`src/rtl/cac_tx_sched_if.sv`:
```
// Requester-side word handshake for the CAC transmit scheduler.
// The requester drives data/valid and the scheduler answers with ready.
interface cac_tx_sched_if #(
    parameter int unsigned DLEN = 12
) ();
    logic [DLEN-1:0] in_data;
    logic            in_valid;
    logic            in_ready;

    modport master (output in_data, output in_valid, input in_ready);
    modport slave  (input in_data, input in_valid, output in_ready);
endinterface

```
`src/rtl/cac_tx_sched.sv`:
```
// CAC transmit scheduler: range-checks requester words, queues them in a small FIFO
// and launches them to the DPS-16 encoder with a fixed idle gap after each launch.
module cac_tx_sched #(
    parameter int unsigned DLEN   = 12,
    parameter int unsigned MAXVAL = 3194,
    parameter int unsigned DEPTH  = 4,
    parameter int unsigned GAP    = 1
) (
    input  logic                     clock,
    input  logic                     reset,
    cac_tx_sched_if.slave            in_if,
    input  logic                     pause,
    output logic [DLEN-1:0]          enc_data,
    output logic                     enc_strobe,
    output logic                     range_err,
    output logic [$clog2(DEPTH):0]   level,
    output logic [15:0]              sent_cnt,
    output logic [7:0]               drop_cnt
);
    localparam int unsigned PW       = $clog2(DEPTH);
    localparam logic [PW:0] FULL_LVL = (PW + 1)'(DEPTH);
    localparam logic [2:0]  GAP_LAST = 3'((GAP > 0) ? GAP - 1 : 0);

    typedef enum logic [1:0] {ST_IDLE, ST_SEND, ST_GAP} state_t;

    function automatic logic [7:0] sat_inc8(input logic [7:0] v);
        return (v == 8'hFF) ? v : v + 8'd1;
    endfunction

    function automatic logic in_range(input logic [DLEN-1:0] d);
        return 32'(d) < MAXVAL;
    endfunction

    logic [DLEN-1:0] mem [DEPTH];
    logic [PW:0]     wr_ptr;
    logic [PW:0]     rd_ptr;
    logic [PW:0]     wr_ptr_p1;
    state_t          state;
    logic [2:0]      gap_cnt;
    logic            accept;
    logic            push;
    logic            bad;
    logic            avail;
    logic            launch_slot;
    logic            launch;

    // Accept stage: handshake and range check on the incoming word.
    assign level          = wr_ptr - rd_ptr;
    assign in_if.in_ready = (level < FULL_LVL);
    assign accept         = in_if.in_valid && in_if.in_ready;
    assign push           = accept && in_range(in_if.in_data);
    assign bad            = accept && !in_range(in_if.in_data);

    // The read side sees the write pointer one cycle late, so a freshly written
    // word becomes launchable on the second edge after its accept edge.
    assign avail = (wr_ptr_p1 != rd_ptr);

    always_comb begin
        launch_slot = 1'b0;
        case (state)
            ST_IDLE: launch_slot = 1'b1;
            ST_SEND: launch_slot = (GAP == 0);
            ST_GAP:  launch_slot = (gap_cnt == GAP_LAST);
            default: launch_slot = 1'b0;
        endcase
    end

    assign launch = launch_slot && avail && !pause;

    always_ff @(posedge clock) begin
        if (push) begin
            mem[wr_ptr[PW-1:0]] <= in_if.in_data;
        end
    end

    // Queue stage: pointers carry one extra bit so full and empty stay distinct.
    always_ff @(posedge clock or posedge reset) begin
        if (reset) begin
            wr_ptr    <= '0;
            rd_ptr    <= '0;
            wr_ptr_p1 <= '0;
        end else begin
            if (push) begin
                wr_ptr <= wr_ptr + 1'b1;
            end
            if (launch) begin
                rd_ptr <= rd_ptr + 1'b1;
            end
            wr_ptr_p1 <= wr_ptr;
        end
    end

    always_ff @(posedge clock or posedge reset) begin
        if (reset) begin
            range_err <= 1'b0;
            drop_cnt  <= '0;
        end else begin
            range_err <= bad;
            if (bad) begin
                drop_cnt <= sat_inc8(drop_cnt);
            end
        end
    end

    // Launch stage: enc_data only changes on a launch so the bus stays quiet when idle.
    always_ff @(posedge clock or posedge reset) begin
        if (reset) begin
            state      <= ST_IDLE;
            gap_cnt    <= '0;
            enc_data   <= '0;
            enc_strobe <= 1'b0;
            sent_cnt   <= '0;
        end else begin
            enc_strobe <= launch;
            if (launch) begin
                state    <= ST_SEND;
                gap_cnt  <= '0;
                enc_data <= mem[rd_ptr[PW-1:0]];
                sent_cnt <= sent_cnt + 16'd1;
            end else begin
                case (state)
                    ST_SEND: state <= (GAP > 0) ? ST_GAP : ST_IDLE;
                    ST_GAP: begin
                        if (gap_cnt == GAP_LAST) begin
                            state <= ST_IDLE;
                        end else begin
                            gap_cnt <= gap_cnt + 3'd1;
                        end
                    end
                    default: state <= ST_IDLE;
                endcase
            end
        end
    end
endmodule

```
`src/flat_wrapper.sv`:
```
// flat-port wrapper written by rule: the top's interface ports become plain ports
module cac_tx_sched_flat 
#(
    parameter int unsigned DLEN   = 12,
    parameter int unsigned MAXVAL = 3194,
    parameter int unsigned DEPTH  = 4,
    parameter int unsigned GAP    = 1
)
  (clock, reset, pause, enc_data, enc_strobe, range_err, level, sent_cnt, drop_cnt, in_if_in_data, in_if_in_valid, in_if_in_ready);
  cac_tx_sched_if #(.DLEN(DLEN)) in_if_i ();
  input  logic clock;
  input  logic reset;
  input  logic pause;
  output logic [DLEN-1:0] enc_data;
  output logic enc_strobe;
  output logic range_err;
  output logic [$clog2(DEPTH):0] level;
  output logic [15:0] sent_cnt;
  output logic [7:0] drop_cnt;
  input wire logic [$bits(in_if_i.in_data)-1:0] in_if_in_data;
  input wire logic [$bits(in_if_i.in_valid)-1:0] in_if_in_valid;
  output wire logic [$bits(in_if_i.in_ready)-1:0] in_if_in_ready;
  assign in_if_i.in_data = in_if_in_data;
  assign in_if_i.in_valid = in_if_in_valid;
  assign in_if_in_ready = in_if_i.in_ready;
  cac_tx_sched #(.DLEN(DLEN), .MAXVAL(MAXVAL), .DEPTH(DEPTH), .GAP(GAP)) u_core (.clock(clock), .reset(reset), .in_if(in_if_i), .pause(pause), .enc_data(enc_data), .enc_strobe(enc_strobe), .range_err(range_err), .level(level), .sent_cnt(sent_cnt), .drop_cnt(drop_cnt));
endmodule
```
`config.mk`:
```
export PLATFORM = sky130hd
export DESIGN_NAME = cac_tx_sched_flat
export DESIGN_NICKNAME = d
export VERILOG_FILES = /design/src/rtl/cac_tx_sched_if.sv /design/src/rtl/cac_tx_sched.sv /design/src/flat_wrapper.sv
export SDC_FILE = /design/constraint.sdc
export NUM_CORES = 1
export LEC_CHECK = 0
export CAP_MARGIN = 20
export CORE_MARGIN = 2
export CORE_UTILIZATION = 30
export CTS_CLUSTER_SIZE = 14
export DETAILED_ROUTE_END_ITERATION = 6
export GPL_ROUTABILITY_DRIVEN = 0
export MAX_ROUTING_LAYER = met4
export PLACE_DENSITY = 0.53
export SYNTH_ARGS = -nofsm -noshare
export SYNTH_HDL_FRONTEND = slang
export SYNTH_SLANG_ARGS = --single-unit
```
`constraint.sdc`:
```
create_clock -name clock -period 3.1 [get_ports clock]
set_clock_uncertainty 0.15 [all_clocks]
set_input_delay 0.62 -clock clock [delete_from_list [all_inputs] [get_ports clock]]
set_output_delay 0.62 -clock clock [all_outputs]
set_load 0.02 [all_outputs]
```
Word-level counts from Yosys, hierarchy flattened
Memory sizes are Yosys's and may differ from the RTL's. A register that Yosys moved wholly into a read port is not among the register bits.
Index checks and enable logic that the tools add are counted.
W data, S select, Z words.
Cells by class
  add/sub/neg operators: 6
  multiply operators: 0
  divide/modulo/power cells: 0
  $lt $le $gt $ge: 2
  equality and inequality tests: 6
  shift operators: 0
  mux-type cells: 9
  bitwise operators: 1
  reductions and logical operators: 12
Operators by type and width (number)
  $add A16 B1 Y16 const B: 1
  $lt A12 B12 Y1 const B: 1
  $add A3 B1 Y3 const B: 3
  $mux W3: 3
  $add A8 B1 Y8 const B: 1
  $eq A8 B8 Y1 const B: 1
  $logic_and A1 B1 Y1: 5
  $mux W2: 2
  $pmux W2 S2: 1
  $reduce_and A2 Y1: 2
  $logic_not A3 Y1: 1
  $lt A3 B3 Y1 const B: 1
  $ne A3 B1 Y1 const B: 1
  $ne A3 B3 Y1: 1
  $sub A3 B3 Y3: 1
  $eq A2 B1 Y1 const B: 1
  $eq A2 B2 Y1 const B: 1
  $logic_not A1 Y1: 2
  $logic_not A2 Y1: 1
  $mux W1: 2
  $ne A2 B1 Y1 const B: 1
  $pmux W1 S2: 1
  $reduce_bool A2 Y1: 1
  $not A1 Y1: 1
Word-level totals
  register bits: 40
  latch bits: 0
  bits in writable memories: 48
  bits in read-only memories: 0
  input bits: 16
  output and inout bits: 42
  word-level logic and storage cells: 46
  memories kept: 1
Memories
  u_core.mem: depth 4, bits a word 12, read ports 1, clocked after Yosys merged registers in 1, write ports 1, line cac_tx_sched.sv:34  | logic [DLEN-1:0] mem [DEPTH];

Longest topological paths before layout
Gate-level depths: netlist of the first run.
  depth in word-level cells: 6
  gate-level depth with buffers: 9
  gate-level depth less buffers: 8

Least setup slack after synthesis of the first run
Ideal clock, no wire load.
  kind: register to register
  start point: register u_core.wr_ptr[0]
  end point: memory u_core.mem[3][0] (enable)
  library setup time: 0.362 ns
  arrival time: 2.052 ns
  data required time: 2.588 ns
  path slack: 0.535 ns
  stages on the path, launching flop included: 8
  path buffers: 0
  period minus slack after synthesis: 2.565 ns
  cells stage by stage: dfrtp_1 -> inv_1 -> ha_1 -> fa_1 -> xnor3_2 -> nand2_4 -> nor2b_2 -> and2_1
Between the ends
  longest elaborated chain between the ends: 6
Ends and longest elaborated chain
  start: declaration: line cac_tx_sched.sv:35  | logic [PW:0] wr_ptr;
  start signal: assignment: line cac_tx_sched.sv:84  | wr_ptr <= wr_ptr + 1'b1;
  $sub A3 B3 Y3: line cac_tx_sched.sv:48  | assign level = wr_ptr - rd_ptr;
  $lt A3 B3 Y1: line cac_tx_sched.sv:49  | assign in_if.in_ready = (level < FULL_LVL);
  net in_if_in_ready: line flat_wrapper.sv:22  | output wire logic [$bits(in_if_i.in_ready)-1:0] in_if_in_ready;
  $logic_and A1 B1 Y1: line cac_tx_sched.sv:50  | assign accept = in_if.in_valid && in_if.in_ready;
  $logic_and A1 B1 Y1: line cac_tx_sched.sv:51  | assign push = accept && in_range(in_if.in_data);
  $mux W1: line cac_tx_sched.sv:71  | if (push) begin
  $mux W1 (implied by the code): line cac_tx_sched.sv:72  | mem[wr_ptr[PW-1:0]] <= in_if.in_data;
  end: declaration: line cac_tx_sched.sv:34
The timed path passes the listed nets, and every way through them passes these cells.

Final worst setup path of the first run
  start point: register u_core.wr_ptr[0]
  end point: output level[1]
Between the ends
  longest elaborated chain between the ends: 1
Ends and longest elaborated chain
  $sub A3 B3 Y3: line cac_tx_sched.sv:48
  end: declaration: line flat_wrapper.sv:17  | output logic [$clog2(DEPTH):0] level;
Every way passes these cells.

==> results.toml, run 1 <==
[placement]
port-buffer-count = 57
place_hpwl_mm = 5.33

[finish]
insertedDiodeCount = 0
syn2layout_area_growth_pct = 28.7
final_core_util = 0.396
nNetsFinal = 356
layout-drive-gt1-share = 0.171

[critical_path]
crit_buf_inv = 3
critPathSlowestCell = "clkdlybuf4s50_1"
cpMostUsedCell = "inv_1"
crit_required_ps = 2330
crit_type = "flop to output port"
max_stage_delay_ps = 590
worst-path-max-fanout = 4
critPathArrivalTime_ps = 2180
cp-end-kind = "output port"
critPathTopFamily = "buffers and inverters"
start_kind = "flop"
worstPathCellList = "inv_1, ha_1, fa_1, inv_1, clkdlybuf4s50_1"

[timing]
setup-violations-final = 0
tns_ps = 0
min_period_ps = 2950
rsz0062_at_grt = "no"
max_freq_mhz = 339
min_period_over_period = 0.952
slew_headroom = 0.672
tightest_slew_ps = 492
hold_violations = 0
slew_violations = 0

[yosys]
synth.top_cells.by_count = "52 x dfrtp_1, 48 x edfxtp_1, 14 x nand2_1"
synth_nets = 285
syn_inst = 258
synth_edf_count = 48
ys_ff_latch = 100
synth-main-ff-cell = "dfrtp_1"
yosysWarnings = 0
syn_avg_cell_area_um2 = 15.9
seq_area_frac_synth = 0.670
yosys-top-cells-area = "edfxtp_1 35%, dfrtp_1 32%, mux4_2 6.6%"
synthArstFlopShare = 0.520
syn_area_um2 = 4090
yosysMostFrequentCell = "dfrtp_1"
synth_cell_types = 38
synth_area_leader_cell = "edfxtp_1"
yosys.area.top_type_share = 0.352

[clock_network]
h-tree-depth = 3
insertion_delay_ps = 330
clockBufferDepth = 2
cts_tree = "yes"
cts_buffers = 9
post_cts_buffers = 0
clockRootBuffer = "clkbuf_16"
cts_num_sinks = 100
clk_pin_slew_worst_paths_ps = 70

[route]
wl_per_cell_um = 15.3
routed_wl_mm = 7.79
avgViaCountPerCell = 4.47
dr.pass1.iters = 4
drtIter0Drc = 108
drt.antenna.violating_nets = 0
drc_errors = 0
dr_total_vias = 2282

[grt]
grt_max_degree = 33
grt_pass1_vias = 2392
track_usage = 0.120
grt_pass1_wl_mm = 12.9
gr-total-overflow = 0
antenna_found_initial = 0

[power]
leakage_nw = 2.07
vdd_drop_max_uv = 827
power.density_nw_per_um2 = 942

[flow_run]
drv_cap = 0

[worst_hold_path]
hold_class = "flop to flop"

[outcome]
outcome = "finished, final reports clean"

[floorplan]
die_h_um = 121
start_util = 0.308
rows = 42
ios = 58
die_area_um2 = 14600
die_w_um = 121
core_um2 = 13300
[where the power goes]
part,leakage (nW),total (W),switching (W),internal (W)
clock,0.133,0.00104,0.000490,0.000550
sequential,1.09,0.00196,0.000209,0.00175
combinational,0.845,0.00196,0.000989,0.000974
[area by class of cell]
| class | instances | area, um2 |
|---|---|---|
| clock buffer | 9 | 225 |
| clock inverter | 7 | 51.3 |
| fill | 1254 | 8030 |
| inverter | 13 | 48.8 |
| multi-input combinational | 139 | 1270 |
| sequential | 100 | 2740 |
| tap | 176 | 220 |
| timing repair buffer | 66 | 711 |
[final timing paths]
kind | cells past startpoint | startpoint | endpoint | slack (ps)
worst max-delay path | 5 | u_core.wr_ptr[0]$_DFFE_PP0P_ | level[1] | 150
worst min-delay path | 0 | u_core.wr_ptr[1]$_DFFE_PP0P_ | u_core.wr_ptr_p1[1]$_DFF_PP0_ | 290
worst max register to register | 7 | u_core.wr_ptr[0]$_DFFE_PP0P_ | u_core.drop_cnt[1]$_DFFE_PP0P_ | 560
worst min register to register | 0 | u_core.wr_ptr[1]$_DFFE_PP0P_ | u_core.wr_ptr_p1[1]$_DFF_PP0_ | 290
max in group asynchronous | 3 | reset | u_core.enc_data[10]$_DFFE_PP0P_ | 1780
min in group asynchronous | 2 | reset | u_core.range_err$_DFF_PP0_ | 480
[state kept, by name (all words and copies together), names as in the netlist, 3 cells and up]
| name | cells |
|---|---|
| u_core.gap_cnt | 3 |
| u_core.enc_data | 12 |
| u_core.wr_ptr | 3 |
| u_core.sent_cnt | 16 |
| u_core.drop_cnt | 8 |
| u_core.wr_ptr_p1 | 3 |
| u_core.mem | 48 |
| u_core.rd_ptr | 3 |
[metrics by stage]
step                      total power (W)  setup slack, ps  instance area (um2)  std cells  hold slack [ps]
after floorplan                   0.00316              535                 4090        258              244
after global placement            0.00401              241                 4990        494              267
after detailed placement          0.00402              193                 4990        494              275
after CTS                         0.00506              118                 5270        510              294
after global routing              0.00528             85.0                 5270        510              327
final                             0.00496              148                 5270        510              289
[cells by family after synthesis]
family                   count (synthesis)  synth area share
AO/OA/AOI/OAI                           15            0.0281
flip-flops                             100             0.670
AND/OR/NAND/NOR                         60            0.0798
adder cells (fa/ha/maj)                 11            0.0355
XOR/XNOR                                27            0.0614
buffers and inverters                   19            0.0196
multiplexers                            26             0.105
[repair_timing]
| action | 4_1_cts | 5_1_grt |
|---|---|---|
| gates resized for setup | 2 | 0 |
| hold buffers | 0 | 0 |
| endpoints found under the setup margin | 2 | 0 |
[metal layers]
| metal | vias to the layer above | share of wire | GRT usage |
|---|---|---|---|
| met5 | - | 0 | - |
| met1 | 1139 | 0.48 | 0.162 |
| li1 | 1092 | - | - |
| met2 | 41 | 0.47 | 0.177 |
| met3 | 10 | 0.030 | 0.0222 |
| met4 | 0 | 0.020 | 0.0531 |
[layout by cell type, fill, tap and decap left out, types with 2 or more instances in the layout]
cell type,netlist,final
and2_1,4,4
nand2b_1,2,2
dlygate4sd2_1,0,2
dfrtp_1,52,52
inv_1,13,12
clkinv_2,0,2
clkinvlp_4,0,2
buf_4,1,3
and3_1,3,3
inv_8,0,2
nand2_1,14,14
nand3_1,9,9
o21ai_0,4,4
ha_1,10,10
o21a_1,2,2
mux4_2,12,12
a21oi_1,2,2
nor2_1,6,6
edfxtp_1,48,48
mux2_2,13,13
xor2_1,13,13
clkbuf_16,0,9
nand4_1,6,6
nor4_1,5,5
a31oi_1,2,2
and4_1,2,2
nor3_1,4,4
xnor2_1,13,13
clkdlybuf4s50_1,0,55
buf_12,0,6
(Power assumes the default switching activity.)
==> inputs of run 2 (changes only) <==
MAX_ROUTING_LAYER = unset   (was met4)
==> run 2 against run 1 <==
Non-clock buffer count stayed put. Worst hold slack hardly changed. Largest power group unchanged. Via count is 0.18% lower. Largest cell class unchanged. Sequential cell count stayed put. Maximum frequency hardly changed. Global-route usage is 0.34 points lower. Register-to-register slack hardly changed. Final area stayed put. Cell count stayed put.
==> results.toml, run 2 (synthesis gave the netlist of run 1 again) <==
[clock_network]
cts_num_sinks = 100
clk_pin_slew_worst_paths_ps = 70
clockRootBuffer = "clkbuf_16"
cts_tree = "yes"
insertion_delay_ps = 340
clockBufferDepth = 2
h-tree-depth = 3
cts_buffers = 9
holdBufCountCts = 0

[floorplan]
die_area_um2 = 14600
ios = 58
core_um2 = 13300
die_w_um = 121
die_h_um = 121
rows = 42
start_util = 0.308

[finish]
fillers = 1254
final_cell_mix = "55 x clkdlybuf4s50_1, 52 x dfrtp_1, 48 x edfxtp_1"
stdcell_area_um2 = 5270
nNetsFinal = 356
multi_input_area_um2 = 1270
syn2layout_area_growth_pct = 28.7
insertedDiodeCount = 0
register_area_um2 = 2740
largest_register_ffs = 48
final_common_cell = "clkdlybuf4s50_1"
layout-drive-gt1-share = 0.171

[critical_path]
worst-path-max-fanout = 4
crit_type = "flop to output port"
critPathSlowestCell = "clkdlybuf4s50_1"
max_stage_delay_ps = 590
crit_required_ps = 2330
start_kind = "flop"
cp-end-kind = "output port"
critPathArrivalTime_ps = 2180
worstPathCellList = "inv_1, ha_1, fa_1, inv_1, clkdlybuf4s50_1"
cpMostUsedCell = "inv_1"

[timing]
rsz0062_at_grt = "no"
min_period_over_period = 0.952
slew_headroom = 0.672
min_period_ps = 2950
hold_ws_ps = 289
slew_violations = 0
setup-violations-final = 0
tns_ps = 0
max_freq_mhz = 339
hold_violations = 0
tightest_slew_ps = 492

[grt]
gr-total-overflow = 0
grt_max_degree = 33
grt_pass1_wl_mm = 12.9
grt_pass1_vias = 2390
track_usage = 0.116
antenna_found_initial = 0

[placement]
placed_cell_area_um2 = 4990
port-buffer-count = 57
place_hpwl_mm = 5.33

[route]
routed_wl_mm = 7.77
avgViaCountPerCell = 4.47
drtIter0Drc = 103
dr_total_vias = 2278
drc_errors = 0
drt.antenna.violating_nets = 0
dr.pass1.iters = 4
wl_per_cell_um = 15.2

[power]
leakage_nw = 2.07
vdd_drop_max_uv = 827
power.density_nw_per_um2 = 941

[outcome]
outcome = "finished, final reports clean"

[worst_hold_path]
hold_class = "flop to flop"

[flow_run]
drv_cap = 0
run 2: cell counts in the layout (fill, tap and decap cells not counted):
Identical to the previous run, type by type.
run 2: path summary, 6_finish.rpt:
check / start / end / slack, ps / cells past startpoint
worst min-delay path: u_core.wr_ptr[1]$_DFFE_PP0P_ / u_core.wr_ptr_p1[1]$_DFF_PP0_ / 290 / 0
min in group asynchronous: reset / u_core.range_err$_DFF_PP0_ / 480 / 2
worst max register to register: u_core.wr_ptr[0]$_DFFE_PP0P_ / u_core.drop_cnt[1]$_DFFE_PP0P_ / 560 / 7
worst min register to register: u_core.wr_ptr[1]$_DFFE_PP0P_ / u_core.wr_ptr_p1[1]$_DFF_PP0_ / 290 / 0
max in group asynchronous: reset / u_core.enc_data[10]$_DFFE_PP0P_ / 1780 / 3
worst max-delay path: u_core.wr_ptr[0]$_DFFE_PP0P_ / level[1] / 150 / 5
run 2: area by class of cell:
class / instances / share of cell area
flip-flops and latches: 100 / 0.521
repair buffers: 66 / 0.135
inverters: 13 / 0.00926
clock inverters: 7 / 0.00974
multi-input cells: 139 / 0.241
clock buffers: 9 / 0.0427
well taps: 176 / 0.0418
run 2: where the power goes:
part / internal (W) / switching (W) / leakage [nW]
Sequential: 0.00175 / 0.000207 / 1.09
Clock: 0.000550 / 0.000490 / 0.133
Combinational: 0.000974 / 0.000988 / 0.845
Total: 0.00327 / 0.00168 / 2.07
run 2: critical path, delay by kind of cell, from the launching register on:
family / cells / cell delay [ps]
buffers and inverters: 3 / 830
DFF: 1 / 420
adders and majority gates: 2 / 610
run 2: metrics by stage:
step,std cells,setup slack (ps),total power (W),util
2_1_floorplan,258,535,0.00316,-
3_3_place_gp,494,241,0.00401,0.376
3_5_place_dp,494,193,0.00402,0.376
4_1_cts,510,118,0.00506,0.396
5_1_grt,510,85.0,0.00528,0.396
6_report,510,147,0.00496,0.396
run 2: per-layer routing:
layer	vias to the layer above	routed length (um)	GRT usage
met5	-	0	0
met4	0	148	0.0531
met3	9	246	0.0231
met2	40	3640	0.177
met1	1137	3740	0.161
li1	1092	-	-
run 2: repair_timing:
| action | in CTS | in global routing |
|---|---|---|
| buffers inserted | 0 | 0 |
| endpoints found under the setup margin | 2 | 0 |
| resized for setup | 2 | 0 |
==> inputs of run 3 (changes only) <==
HOLD_SLACK_MARGIN = 0.15   (was unset)
SLEW_MARGIN = 30   (was unset)
==> results of run 3 <==
Same layout as run 2: the final DEF is identical, and so are final timing and power.
